$ cat src/rtl/multicycle_control.sv
// rtl/multicycle_control.sv - main control FSM for the multicycle MIPS datapath (optional bne via MULTICYCLE_CTRL_BNE_EN)
module multicycle_control #(
  parameter int ALU_W = 4
) (
  input  logic             clk,
  input  logic             reset,
  input  logic [5:0]       opcode,
  input  logic [5:0]       funct,
  input  logic             zero,
  output logic [ALU_W-1:0] alu_control,
  output logic             alu_src_a,
  output logic [1:0]       alu_src_b,
  output logic [1:0]       pc_source,
  output logic             pc_write,
  output logic             iord,
  output logic             mem_read,
  output logic             mem_write,
  output logic             ir_write,
  output logic             reg_dst,
  output logic             mem_to_reg,
  output logic             reg_write,
  output logic             instr_done,
  output logic             illegal_op,
  output logic [3:0]       state
);

  typedef enum logic [3:0] {
    S_FETCH  = 4'd0,
    S_DECODE = 4'd1,
    S_MEMADR = 4'd2,
    S_MEMRD  = 4'd3,
    S_MEMWB  = 4'd4,
    S_MEMWR  = 4'd5,
    S_EXEC   = 4'd6,
    S_ALUWB  = 4'd7,
    S_BRANCH = 4'd8,
    S_ADDIEX = 4'd9,
    S_ADDIWB = 4'd10,
    S_JUMP   = 4'd11
  } state_t;

  localparam logic [5:0] OP_RTYPE = 6'b000000;
  localparam logic [5:0] OP_LW    = 6'b100011;
  localparam logic [5:0] OP_SW    = 6'b101011;
  localparam logic [5:0] OP_BEQ   = 6'b000100;
  localparam logic [5:0] OP_ADDI  = 6'b001000;
  localparam logic [5:0] OP_J     = 6'b000010;
`ifdef MULTICYCLE_CTRL_BNE_EN
  localparam logic [5:0] OP_BNE   = 6'b000101;
`endif

  localparam logic [ALU_W-1:0] ALU_AND = ALU_W'(0);
  localparam logic [ALU_W-1:0] ALU_OR  = ALU_W'(1);
  localparam logic [ALU_W-1:0] ALU_ADD = ALU_W'(2);
  localparam logic [ALU_W-1:0] ALU_SUB = ALU_W'(6);
  localparam logic [ALU_W-1:0] ALU_SLT = ALU_W'(7);
  localparam logic [ALU_W-1:0] ALU_NOR = ALU_W'(10);

  state_t           cur;
  state_t           decode_next;
  logic             op_ok;
  logic             funct_ok;
  logic [ALU_W-1:0] funct_alu;
  logic             branch_take;

  assign state = cur;

  // R-type funct decode: ALU op and legality
  always_comb begin
    funct_ok  = 1'b1;
    funct_alu = ALU_ADD;
    case (funct)
      6'b100000: funct_alu = ALU_ADD;
      6'b100010: funct_alu = ALU_SUB;
      6'b100100: funct_alu = ALU_AND;
      6'b100101: funct_alu = ALU_OR;
      6'b101010: funct_alu = ALU_SLT;
      6'b100111: funct_alu = ALU_NOR;
      default:   funct_ok  = 1'b0;
    endcase
  end

  // opcode dispatch out of DECODE; unsupported encodings fall back to FETCH
  always_comb begin
    decode_next = S_FETCH;
    op_ok       = 1'b1;
    case (opcode)
      OP_LW, OP_SW: decode_next = S_MEMADR;
      OP_RTYPE: begin
        if (funct_ok) decode_next = S_EXEC;
        else          op_ok       = 1'b0;
      end
      OP_BEQ:  decode_next = S_BRANCH;
`ifdef MULTICYCLE_CTRL_BNE_EN
      OP_BNE:  decode_next = S_BRANCH;
`endif
      OP_ADDI: decode_next = S_ADDIEX;
      OP_J:    decode_next = S_JUMP;
      default: op_ok       = 1'b0;
    endcase
  end

`ifdef MULTICYCLE_CTRL_BNE_EN
  logic bne_q;

  // branch sense captured at DECODE so BRANCH does not depend on opcode timing
  always_ff @(posedge clk) begin
    if (reset)                 bne_q <= 1'b0;
    else if (cur == S_DECODE)  bne_q <= (opcode == OP_BNE);
  end

  assign branch_take = bne_q ? ~zero : zero;
`else
  assign branch_take = zero;
`endif

  // state register; reset abandons any partial instruction
  always_ff @(posedge clk) begin
    if (reset) begin
      cur <= S_FETCH;
    end else begin
      case (cur)
        S_FETCH:  cur <= S_DECODE;
        S_DECODE: cur <= decode_next;
        S_MEMADR: cur <= (opcode == OP_LW) ? S_MEMRD : S_MEMWR;
        S_MEMRD:  cur <= S_MEMWB;
        S_EXEC:   cur <= S_ALUWB;
        S_ADDIEX: cur <= S_ADDIWB;
        default:  cur <= S_FETCH;
      endcase
    end
  end

  // Moore output decode; pc_write in BRANCH follows zero; reset forces idle outputs
  always_comb begin
    alu_control = ALU_ADD;
    alu_src_a   = 1'b0;
    alu_src_b   = 2'b00;
    pc_source   = 2'b00;
    pc_write    = 1'b0;
    iord        = 1'b0;
    mem_read    = 1'b0;
    mem_write   = 1'b0;
    ir_write    = 1'b0;
    reg_dst     = 1'b0;
    mem_to_reg  = 1'b0;
    reg_write   = 1'b0;
    instr_done  = 1'b0;
    illegal_op  = 1'b0;
    if (!reset) begin
      case (cur)
        S_FETCH: begin
          mem_read  = 1'b1;
          ir_write  = 1'b1;
          alu_src_b = 2'b01;
          pc_write  = 1'b1;
        end
        S_DECODE: begin
          alu_src_b  = 2'b11;
          illegal_op = ~op_ok;
          instr_done = ~op_ok;
        end
        S_MEMADR: begin
          alu_src_a = 1'b1;
          alu_src_b = 2'b10;
        end
        S_MEMRD: begin
          iord     = 1'b1;
          mem_read = 1'b1;
        end
        S_MEMWB: begin
          mem_to_reg = 1'b1;
          reg_write  = 1'b1;
          instr_done = 1'b1;
        end
        S_MEMWR: begin
          iord       = 1'b1;
          mem_write  = 1'b1;
          instr_done = 1'b1;
        end
        S_EXEC: begin
          alu_src_a   = 1'b1;
          alu_control = funct_alu;
        end
        S_ALUWB: begin
          reg_dst    = 1'b1;
          reg_write  = 1'b1;
          instr_done = 1'b1;
        end
        S_BRANCH: begin
          alu_src_a   = 1'b1;
          alu_control = ALU_SUB;
          pc_source   = 2'b01;
          pc_write    = branch_take;
          instr_done  = 1'b1;
        end
        S_ADDIEX: begin
          alu_src_a = 1'b1;
          alu_src_b = 2'b10;
        end
        S_ADDIWB: begin
          reg_write  = 1'b1;
          instr_done = 1'b1;
        end
        S_JUMP: begin
          pc_source  = 2'b10;
          pc_write   = 1'b1;
          instr_done = 1'b1;
        end
        default: ;
      endcase
    end
  end

endmodule

$ cat config.mk
export PLATFORM = sky130hd
export DESIGN_NAME = multicycle_control
export DESIGN_NICKNAME = d
export VERILOG_FILES = /design/src/rtl/multicycle_control.sv
export SDC_FILE = /design/constraint.sdc
export NUM_CORES = 1
export LEC_CHECK = 0
export ABC_CLOCK_PERIOD_IN_PS = 1700
export CAP_MARGIN = 20
export CORE_AREA = 4 4 41 43
export DETAILED_ROUTE_END_ITERATION = 8
export DIE_AREA = 0 0 45 47
export DONT_BUFFER_PORTS = 1
export GPL_TIMING_DRIVEN = 1
export MAX_ROUTING_LAYER = met4
export PLACE_DENSITY = 0.67
export SETUP_SLACK_MARGIN = 0.3
export SYNTH_ARGS = -nofsm -noshare
export SYNTH_HDL_FRONTEND = slang
export SYNTH_SLANG_ARGS = --single-unit
$ cat constraint.sdc
create_clock -name clk -period 1.7 [get_ports clk]
set_clock_uncertainty 0.1 [all_clocks]
set_input_delay 0.255 -clock clk [delete_from_list [all_inputs] [get_ports clk]]
set_output_delay 0.255 -clock clk [all_outputs]
set_load 0.01 [all_outputs]
==> impl_metrics.env, run 1 <==
export IMPL_synthFlopType="dfxtp_1"
export IMPL_ys_top_cells_by_area="dfxtp_1 (12%), nor2_1 (9.1%), nor3_1 (6.0%)"
export IMPL_syn_nets=117
export IMPL_worstEpCategory="top-level output"
export IMPL_io_pins=38
export IMPL_preCtsSetupSlack_ps=-21.2
export IMPL_outcome="stopped before the end"
export IMPL_hpwlAfterDp_mm=1.52
export IMPL_h_tree_depth=1
export IMPL_error="[ERROR DPL-0038] Utilization greater than 100%, impossible to legalize"
export IMPL_num_rows=13
export IMPL_lastStage="global routing"
export IMPL_synth_edf_count=0
export IMPL_port_buffers=0
export IMPL_yosysWarnings=0
export IMPL_synth_seq_cells=4
export IMPL_cts_buffers=3
export IMPL_grt_worst_endpoint="alu_control[1]"
export IMPL_synth_cell_types=41
export IMPL_die_w_um=45
export IMPL_syn_area_per_cell_um2=6.50
export IMPL_place_gp_congestion=0.880
export IMPL_synthTopCellsByCount="nor2_1 (16), nand2_1 (8), nor3_1 (8), o21ai_0 (6)"
export IMPL_cts_sinks=4
export IMPL_cts_root_buf="clkbuf_4"
export IMPL_syn_inst=102
export IMPL_syn_area_um2=663
export IMPL_die_y_um=47
export IMPL_ys_seq_area_share_pct=12.1
export IMPL_initial_utilization_pct=51.0
export IMPL_cts_buffer_depth=2
export IMPL_grt_max_degree=11
export IMPL_synthArstFlopShare_pct=0
export IMPL_synth_top_area_share_pct=12.1
export IMPL_synth_top_area_cell="dfxtp_1"
export IMPL_post_synth_top_count_cell="nor2_1"
==> timing repair <==
item | in CTS
gates resized for setup | 64
hold endpoints to repair | 0
pin swaps | 21
setup buffers | 9
hold buffers | 0
gates cloned | 1
setup endpoints to repair | 20
==> cell families after synthesis <==
family                     after synthesis  share of synthesized area (%)
and+or+nand+nor                         56                           47.4
xor gates and xnor gates                 2                           2.64
adders and majority gates                1                           1.51
AOI/OAI and AO/OA                       27                           27.9
buffers and inverters                   12                           8.49
DFF                                      4                           12.1
==> stage by stage <==
step	hold slack [ps]	util, %	cells	TNS (ps)	cell area [um^2]
2_1_floorplan	343	-	102	-53.2	697
3_3_place_gp	375	60.1	125	0	782
3_5_place_dp	376	60.1	125	-21.2	782
4_1_cts	129	89.6	138	-101	1170
==> run 2: changes to the inputs <==
Settings changed: ABC_CLOCK_PERIOD_IN_PS 1700 to 2200, CORE_AREA 4 4 41 43 to 4 4 65 67, DIE_AREA 0 0 45 47 to 0 0 69 71, MAX_ROUTING_LAYER met4 to unset, PLACE_DENSITY 0.67 to unset, PLACE_DENSITY_LB_ADDON set to 0.15, SETUP_SLACK_MARGIN 0.3 to unset.
Clock period 1.7 ns to 2.2 ns, I/O delays scaled along.
==> impl_metrics.env, run 2 <==
export IMPL_drc=0
export IMPL_grt_usage_pct=9.03
export IMPL_post_cts_repair_setup_buffers=0
export IMPL_crit_slowest_cell="or4b_4"
export IMPL_io_pins=38
export IMPL_overflow=0
export IMPL_period_share_pct=91.6
export IMPL_viasPerCell=4.93
export IMPL_hold_viol=0
export IMPL_firstDrtPassIters=4
export IMPL_synth_seq_cells=4
export IMPL_synth_cell_types=41
export IMPL_final_layout_size_suffix_gt1_share_pct=16.5
export IMPL_syn_inst=102
export IMPL_fin_tns_setup_ps=0
export IMPL_placed_cell_area_um2=723
export IMPL_cts_tree="built"
export IMPL_syn_area_um2=663
export IMPL_postRouteAntennaNets=0
export IMPL_power_density_nw_per_um2=387
export IMPL_hpwlAfterDp_mm=1.77
export IMPL_synth_xor_area_share_pct=2.64
export IMPL_finalMaxSlewViolations=0
export IMPL_syn_area_per_cell_um2=6.50
export IMPL_muxShareOfSynthArea_pct=0
export IMPL_num_rows=22
export IMPL_synth_compound_area_share_pct=27.9
export IMPL_wl_per_cell_um=14.3
export IMPL_place_gp_congestion=0.674
export IMPL_synth_fa_ha_area_share_pct=1.51
export IMPL_post_route_min_period_ps=2020
export IMPL_fill_cells=433
export IMPL_largest_register_ffs=4
export IMPL_max_slew_margin_pct=71.2
export IMPL_path_max_fanout=7
export IMPL_path_buf_inv=1
export IMPL_synthToLayoutAreaGrowth_pct=16.2
export IMPL_peakVddDrop_mv=0.103
export IMPL_nNetsFinal=120
export IMPL_syn_nets=117
export IMPL_grt_max_degree=14
export IMPL_drt_iter0_drc=21
export IMPL_min_path_type="in -> reg"
export IMPL_path_class="reg -> out"
export IMPL_insertion_delay_ps=220
export IMPL_die_y_um=71
export IMPL_core_area_um2=3630
export IMPL_p_leak_nw=0.237
export IMPL_yosys_area_share_simple_pct=47.4
export IMPL_synth_top_area_cell="dfxtp_1"
export IMPL_fmax_mhz=496
export IMPL_fin_util_pct=21.2
export IMPL_setup_viol=0
export IMPL_synth_top_family_by_area="simple AND/OR/NAND/NOR gates"
export IMPL_die_area_um2=4900
export IMPL_rsz0062_at_grt="false"
export IMPL_outcome="completed"
export IMPL_diodes=0
export IMPL_cts_buffer_depth=2
export IMPL_cts_buffers=3
export IMPL_required_ps=1770
export IMPL_final_common_cell="nor2_1"
export IMPL_cts_root_buf="clkbuf_8"
export IMPL_synthArstFlopShare_pct=0
export IMPL_port_buffers=0
export IMPL_ys_seq_area_share_pct=12.1
export IMPL_critPathTopFamily="simple AND/OR/NAND/NOR gates"
export IMPL_synth_top_area_share_pct=12.1
export IMPL_die_w_um=69
export IMPL_most_common_layout_cells="nor2_1 (16), nor3_1 (8), nand2_1 (7)"
export IMPL_synthFlopType="dfxtp_1"
export IMPL_post_synth_top_count_cell="nor2_1"
export IMPL_dr_total_vias=745
export IMPL_wl_mm=2.15
export IMPL_synth_edf_count=0
export IMPL_initial_utilization_pct=18.3
export IMPL_drv_cap=0
export IMPL_crit_arrival_ps=1590
export IMPL_grt_pass1_vias=758
export IMPL_synthTopCellsByCount="nor2_1 (16), nand2_1 (8), nor3_1 (8), o21ai_0 (6)"
export IMPL_crit_path_end_kind="primary output"
export IMPL_antenna_found_initial=0
export IMPL_worstPathCellList="inv_2, nand2_2, nor2_1, nand4b_1, or4b_4"
export IMPL_ys_top_cells_by_area="dfxtp_1 (12%), nor2_1 (9.1%), nor3_1 (6.0%)"
export IMPL_yosysWarnings=0
export IMPL_slowest_delay_ps=540
export IMPL_grt_pass1_wl_mm=3.64
export IMPL_cts_sinks=4
export IMPL_cp_start_kind="flop"
export IMPL_clk_pin_slew_worst_paths_ps=30
export IMPL_h_tree_depth=1
export IMPL_design_area_um2=771
export IMPL_tightest_slew_ps=430
## run 2: cell counts after synthesis
Identical to the previous run, type by type.
## run 2: metal layers
| metal | track usage [%] | routed length [um] | vias to the layer above |
|---|---|---|---|
| met3 | 1.85 | 147 | 4 |
| met5 | 0 | 0 | - |
| met1 | 10.8 | 995 | 336 |
| met4 | 5.86 | 48 | 0 |
| li1 | - | - | 377 |
| met2 | 14.6 | 963 | 28 |
## run 2: repair_timing
action                     in CTS  in global routing
hold buffers                    0                  0
resized for setup               0                  2
setup endpoints to repair       0                  1
## run 2: cells by family (layout without fill, tap and decap cells)
group | after synthesis | count (layout)
compound gates | 27 | 27
xor+xnor | 2 | 2
fa+ha+maj | 1 | 1
buf+inv | 12 | 13
flops | 4 | 4
simple gates | 56 | 56
## run 2: report_power, final
group	switching (W)	internal, W	leakage [nW]	total (W)
registers	0.00000124	0.0000750	0.0326	0.0000762
clock network	0.0000381	0.000117	0.0216	0.000155
logic	0.0000412	0.0000258	0.183	0.0000671
## run 2: per-stage QoR
step	total power, W	std cells	setup slack [ps]	hold slack, ps
after floorplan	0.000139	102	286	426
after detailed placement	0.000145	148	265	472
final	0.000298	151	185	249
after global routing	0.000314	151	24.4	265
after CTS	0.000304	151	76.5	250
after global placement	0.000145	148	293	475
## run 2: worst min-delay path, stage by stage
cell and delay (ps):
nor2_1 30, nand3_1 70, a2111oi_0 90
## run 2: final cells by class
class | count | area, um^2 | area share, %
inverters | 5 | 18.8 | 2.44
clock buffers | 3 | 41.3 | 5.36
multi-input cells | 86 | 533 | 69.2
flip-flops and latches | 4 | 80.1 | 10.4
repair buffers | 5 | 37.5 | 4.87
well taps | 48 | 60.1 | 7.79
## run 2: final timing paths
check	cells past startpoint	slack (ps)	to	start
hold / removal	3	250	state[3]$_SDFF_PP0_	opcode[4]
setup reg to reg	6	720	state[1]$_SDFF_PP0_	state[1]$_SDFF_PP0_
hold reg to reg	2	480	state[3]$_SDFF_PP0_	state[3]$_SDFF_PP0_
setup / recovery	5	180	alu_control[1]	state[3]$_SDFF_PP0_
No activity file was read; power rests on OpenSTA's default activity.
